[src/rtl/cipher_sched.sv]
`default_nettype none
// ============================================================================
// Module   : cipher_sched
// Brief    : Two-requester round-robin scheduler for a single cipher core,
//            with key-reload suppression and a RUN-state timeout abort.
// Revision : 1.0 - initial release
// ============================================================================
module cipher_sched #(
  parameter int TIMEOUT_CYC = 200
) (
  input  logic        clk,
  input  logic        rst,
  input  logic [1:0]  req_valid,
  output logic [1:0]  req_ready,
  input  logic [71:0] req_data,
  input  logic [31:0] req_key,
  input  logic [1:0]  req_mode,
  output logic        core_key_load,
  output logic        core_start,
  output logic [35:0] core_data,
  output logic [15:0] core_key,
  output logic        core_mode,
  input  logic        core_done,
  input  logic [35:0] core_result,
  output logic        rsp_valid,
  input  logic        rsp_ready,
  output logic        rsp_id,
  output logic [35:0] rsp_data,
  output logic        rsp_err
);

  localparam logic [2:0]  c_st_idle  = 3'd0;
  localparam logic [2:0]  c_st_load  = 3'd1;
  localparam logic [2:0]  c_st_start = 3'd2;
  localparam logic [2:0]  c_st_run   = 3'd3;
  localparam logic [2:0]  c_st_resp  = 3'd4;
  localparam logic [15:0] c_timeout_last = 16'(TIMEOUT_CYC - 1);

  logic [2:0]  r_state;
  logic [2:0]  w_next_state;
  logic        r_ptr;
  logic        r_cache_vld;
  logic [15:0] r_cache_key;
  logic [15:0] r_cnt;
  logic [35:0] r_data;
  logic [15:0] r_key;
  logic        r_mode;
  logic        r_id;
  logic [35:0] r_rsp_data;
  logic        r_rsp_err;

  logic        w_grant_id;
  logic        w_xfer;
  logic        w_key_miss;
  logic        w_timeout;

  // Contention resolves by the pointer; otherwise the lone valid requester wins.
  always_comb begin
    w_grant_id = (req_valid == 2'b11) ? r_ptr : req_valid[1];
    w_xfer     = (r_state == c_st_idle) && (|req_valid);
    w_key_miss = !r_cache_vld || (r_key != r_cache_key);
    w_timeout  = !core_done && (r_cnt == c_timeout_last);
  end

  always_ff @(posedge clk) begin
    if (rst) begin
      r_state <= c_st_idle;
    end else begin
      r_state <= w_next_state;
    end
  end

  always_comb begin
    w_next_state = r_state;
    case (r_state)
      c_st_idle:  if (|req_valid) w_next_state = c_st_load;
      c_st_load:  w_next_state = c_st_start;
      c_st_start: w_next_state = c_st_run;
      c_st_run:   if (core_done || w_timeout) w_next_state = c_st_resp;
      c_st_resp:  if (rsp_ready) w_next_state = c_st_idle;
      default:    w_next_state = c_st_idle;
    endcase
  end

  always_ff @(posedge clk) begin
    if (rst) begin
      r_ptr       <= 1'b0;
      r_cache_vld <= 1'b0;
      r_cache_key <= 16'h0;
      r_cnt       <= 16'h0;
      r_data      <= 36'h0;
      r_key       <= 16'h0;
      r_mode      <= 1'b0;
      r_id        <= 1'b0;
      r_rsp_data  <= 36'h0;
      r_rsp_err   <= 1'b0;
    end else begin
      if (w_xfer) begin
        r_id   <= w_grant_id;
        r_data <= w_grant_id ? req_data[71:36] : req_data[35:0];
        r_key  <= w_grant_id ? req_key[31:16]  : req_key[15:0];
        r_mode <= req_mode[w_grant_id];
      end
      if (r_state == c_st_load && w_key_miss) begin
        r_cache_key <= r_key;
        r_cache_vld <= 1'b1;
      end
      if (r_state == c_st_start) begin
        r_cnt <= 16'h0;
      end
      if (r_state == c_st_run) begin
        if (core_done) begin
          r_rsp_data <= core_result;
          r_rsp_err  <= 1'b0;
        end else if (w_timeout) begin
          // The core state is unknown after an abort, so force a key reload.
          r_rsp_data  <= 36'h0;
          r_rsp_err   <= 1'b1;
          r_cache_vld <= 1'b0;
        end else begin
          r_cnt <= r_cnt + 16'h1;
        end
      end
      if (r_state == c_st_resp && rsp_ready) begin
        r_ptr <= ~r_id;
      end
    end
  end

  // Outputs are gated by rst so they read zero for the whole reset window.
  always_comb begin
    req_ready     = 2'b00;
    core_key_load = 1'b0;
    core_start    = 1'b0;
    core_data     = 36'h0;
    core_key      = 16'h0;
    core_mode     = 1'b0;
    rsp_valid     = 1'b0;
    rsp_id        = 1'b0;
    rsp_data      = 36'h0;
    rsp_err       = 1'b0;
    if (!rst) begin
      case (r_state)
        c_st_idle: begin
          if (|req_valid) req_ready = w_grant_id ? 2'b10 : 2'b01;
        end
        c_st_load: begin
          core_key_load = w_key_miss;
          core_data     = r_data;
          core_key      = r_key;
          core_mode     = r_mode;
        end
        c_st_start: begin
          core_start = 1'b1;
          core_data  = r_data;
          core_key   = r_key;
          core_mode  = r_mode;
        end
        c_st_run: begin
          core_data = r_data;
          core_key  = r_key;
          core_mode = r_mode;
        end
        c_st_resp: begin
          rsp_valid = 1'b1;
          rsp_id    = r_id;
          rsp_data  = r_rsp_data;
          rsp_err   = r_rsp_err;
        end
        default: begin
          req_ready = 2'b00;
        end
      endcase
    end
  end

endmodule
`default_nettype wire

[config.mk]
export PLATFORM = sky130hd
export DESIGN_NAME = cipher_sched
export DESIGN_NICKNAME = d
export VERILOG_FILES = /design/src/rtl/cipher_sched.sv
export SDC_FILE = /design/constraint.sdc
export NUM_CORES = 1
export LEC_CHECK = 0
export CAP_MARGIN = 30
export CORE_UTILIZATION = 34
export CTS_CLUSTER_DIAMETER = 30
export DETAILED_ROUTE_END_ITERATION = 16
export GPL_TIMING_DRIVEN = 1
export PLACE_DENSITY = 0.66
export SYNTH_ARGS = -nofsm -noshare
export SYNTH_HDL_FRONTEND = slang
export SYNTH_SLANG_ARGS = --single-unit
[constraint.sdc]
create_clock -name clk -period 5.65 [get_ports clk]
set_input_delay 1.4125 -clock clk [delete_from_list [all_inputs] [get_ports clk]]
set_output_delay 1.4125 -clock clk [all_outputs]
set_load 0.02 [all_outputs]
==> flow_summary.toml <==
[route]
vias = 5961
drc = 0
drtPass1Iterations = 5
routed_via_density = 5.121
routed_wl_microns = 18360
ant_nets = 0
wire_per_inst_microns = 15.77
drtIter0Drc = 300

[cts]
cts_resized = 0
cts_buffers = 17
cts_tree = "done"
root_buffer = "clkbuf_16"
cts_sinks = 128
cts_max_level = 4
postCtsSetupBuffers = 0
clock_path_buffers = 2
clk_latency_ns = 0.43
clk_pin_slew_ns = 0.05
cts-hold-fix-buffers = 0

[place]
placed_cell_area_sq_um = 8612
portBuffers = 243
dp_hpwl_microns = 12750
dp_slack_ns = 0.9987
place_congestion = 0.8136
dp_cells = 1132

[timing]
tightest_slew_ns = 0.9935
skew_ns = 0.009162
hold_viol = 0
slew_headroom_pct = 33.69
final.period_utilization_pct = 82.18
layout_setup_ws_ns = 1.007
layout_min_cycle_time_ns = 4.643
rsz0062_at_grt = "no"
timing.fmax_ghz = 0.2154
setup-tns-final_ns = 0
slew_viol_final = 0
setup_viol = 0

[die]
fp.dieH_microns = 135.2
initial_core_util_pct = 34.87
num_rows = 48
core_sq_um = 17300
die_width_microns = 135.2
io_pins = 244
dieArea_sq_um = 18280

[logic_synthesis]
syn_inst = 707
ys_async_sr_fraction_pct = 0
synth.net_count = 856
yosysSeqAreaShare_pct = 42.48
synth.distinct_cells = 47
synth-seq-cells = 128
synthFlopType = "dfxtp_1"
avgSynthCellArea_sq_um = 8.532
yosysWarnings = 0
synth_edf_count = 0
netlist_area_sq_um = 6032

[grt]
gr-total-overflow = 0
antenna_found_initial = 0
grt_usage_pct = 20.15
grt_max_degree = 55
grt_pass1_vias = 5617
grt_pass1_wl_microns = 28710

[worst_setup_path]
reg2regPathDepth = 6
slowest_delay_ns = 0.71
cp_num_cells = 5
crit_fanout = 3
cpMaxStageDelayCell = "clkdlybuf4s50_1"
crit_top_cell = "clkdlybuf4s50_1"
start_kind = "input port"
critPathTopFamily = "buffers and inverters"
arrival_ns = 3.23
path_class = "input port to output port"
path_buf_inv = 3
end_kind = "output port"
cp_cell_sequence = "clkdlybuf4s50_1, o21ai_0, buf_4, nor4b_2, clkdlybuf4s50_1"
required_ns = 4.24

[worst_hold_path]
hold_path.class = "flip-flop to flip-flop"
hold_depth = 2

[layout]
finalNonFillerCells = 1164
nFillCells = 1639
syn2layout_area_growth_pct = 52.79
drive_gt1_share_pct = 7.348
postLayoutCellArea_sq_um = 9216
final_nets = 1075
post-route-util_pct = 53.28
antennaDiodeCount = 0

[pwr]
switchingPower_w = 0.0007205
power_density_nw_per_um2 = 287.4
intPower_w = 0.001928
power.share.sequential_pct = 38.6
peakVddDrop_mv = 0.2508
pwr-share-clk_pct = 42.4
combPwrFrac_pct = 19.0
p_leak_nw = 3.533
swShare_pct = 27.20

[run_status]
status = "completed"

[run]
max_cap_viol_count = 0
==> synthesized netlist by cell type (all sizes together), types with 15 or more instances <==
| master | instances | area [sq um] |
|---|---|---|
| xnor2 | 18 | 157.7 |
| dfxtp | 128 | 2562 |
| a221o | 38 | 380.4 |
| nor2 | 142 | 533.0 |
| clkbuf | 25 | 93.84 |
| and2 | 53 | 331.6 |
| a222oi | 15 | 150.1 |
| nand2 | 71 | 266.5 |
| buf | 32 | 178.9 |
| a22oi | 36 | 320.3 |
| inv | 20 | 75.07 |
| and3 | 20 | 130.1 |
==> worst register-to-register path, delay by kind of cell, from the launching register on <==
family	cells	cell delay, ns
simple gates	3	0.69
fa+ha+maj	1	0.25
mux	1	0.32
flops	1	0.32
compound gates	1	0.55
==> placed cells by master, fill, tap and decap left out, types with 15 or more instances in the layout <==
| cell type | instances |
|---|---|
| nor2_1 | 141 |
| clkdlybuf4s50_1 | 242 |
| a222oi_1 | 15 |
| clkbuf_16 | 17 |
| dfxtp_1 | 128 |
| nand2_1 | 71 |
| a22oi_1 | 26 |
| inv_1 | 18 |
| xnor2_1 | 18 |
| and3_1 | 18 |
| and2_1 | 53 |
| a221o_1 | 38 |
==> final timing paths <==
kind | startpoint | endpoint | slack [ns]
max | req_valid[1] | req_ready[1] | 1.01
min | r_cache_key[6]$_SDFFE_PP0P_ | r_cache_key[6]$_SDFFE_PP0P_ | 0.47
max reg2reg | r_cnt[0]$_SDFF_PP0_ | r_cnt[11]$_SDFF_PP0_ | 3.41
min reg2reg | r_cache_key[6]$_SDFFE_PP0P_ | r_cache_key[6]$_SDFFE_PP0P_ | 0.47
==> flip-flops by register name, summed over array words and instances, names as in the netlist <==
| register | count |
|---|---|
| r_cache_key | 16 |
| r_cache_vld | 1 |
| r_cnt | 16 |
| r_data | 36 |
| r_id | 1 |
| r_key | 16 |
| r_mode | 1 |
| r_ptr | 1 |
| r_rsp_data | 36 |
| r_rsp_err | 1 |
| r_state | 3 |
==> layer usage <==
metal  up-vias  global-route usage [%]  wire length, microns
met5         -                       0                     0
met4         0                   8.552                   411
met3        29                   6.958                  1572
met2       217                   33.73                  8834
met1      2779                   23.29                  7544
li1       2936                       -                     -
==> power by group through the flow <==
stage | sequential, W | combinational (W) | clock [W]
2_1_floorplan | 0.00102 | 0.000293 | 0
3_3_place_gp | 0.00104 | 0.000504 | 0
3_5_place_dp | 0.00104 | 0.000507 | 0
4_1_cts | 0.00102 | 0.000508 | 0.00115
5_1_grt | 0.00103 | 0.000545 | 0.00119
6_report | 0.00102 | 0.000503 | 0.00112
==> logic make-up (layout without fill, tap and decap cells) <==
group,count (synthesis),in the layout,share of synthesized area [%]
buf+inv,77,309,5.766
simple gates,337,337,27.03
compound gates,124,124,18.40
xor+xnor,26,26,3.775
flops,128,128,42.48
mux,14,14,2.344
fa+ha+maj,1,1,0.2074
==> layout make-up <==
class	instances	area (sq um)	share of cell area (%)
clock buffer	20	446.7	4.847
sequential	128	2562	27.80
timing repair buffer	257	2552	27.69
inverter	20	75.07	0.8146
tap	225	281.5	3.055
multi-input combinational	502	3141	34.08
clock inverter	12	157.7	1.711
==> per-stage QoR <==
stage	hold slack, ns	total power, W
2_1_floorplan	0.4413	0.001317
3_3_place_gp	0.4547	0.001544
3_5_place_dp	0.4591	0.001548
4_1_cts	0.4665	0.002679
5_1_grt	0.4896	0.002766
6_report	0.4666	0.002649
(Power assumes the default switching activity.)
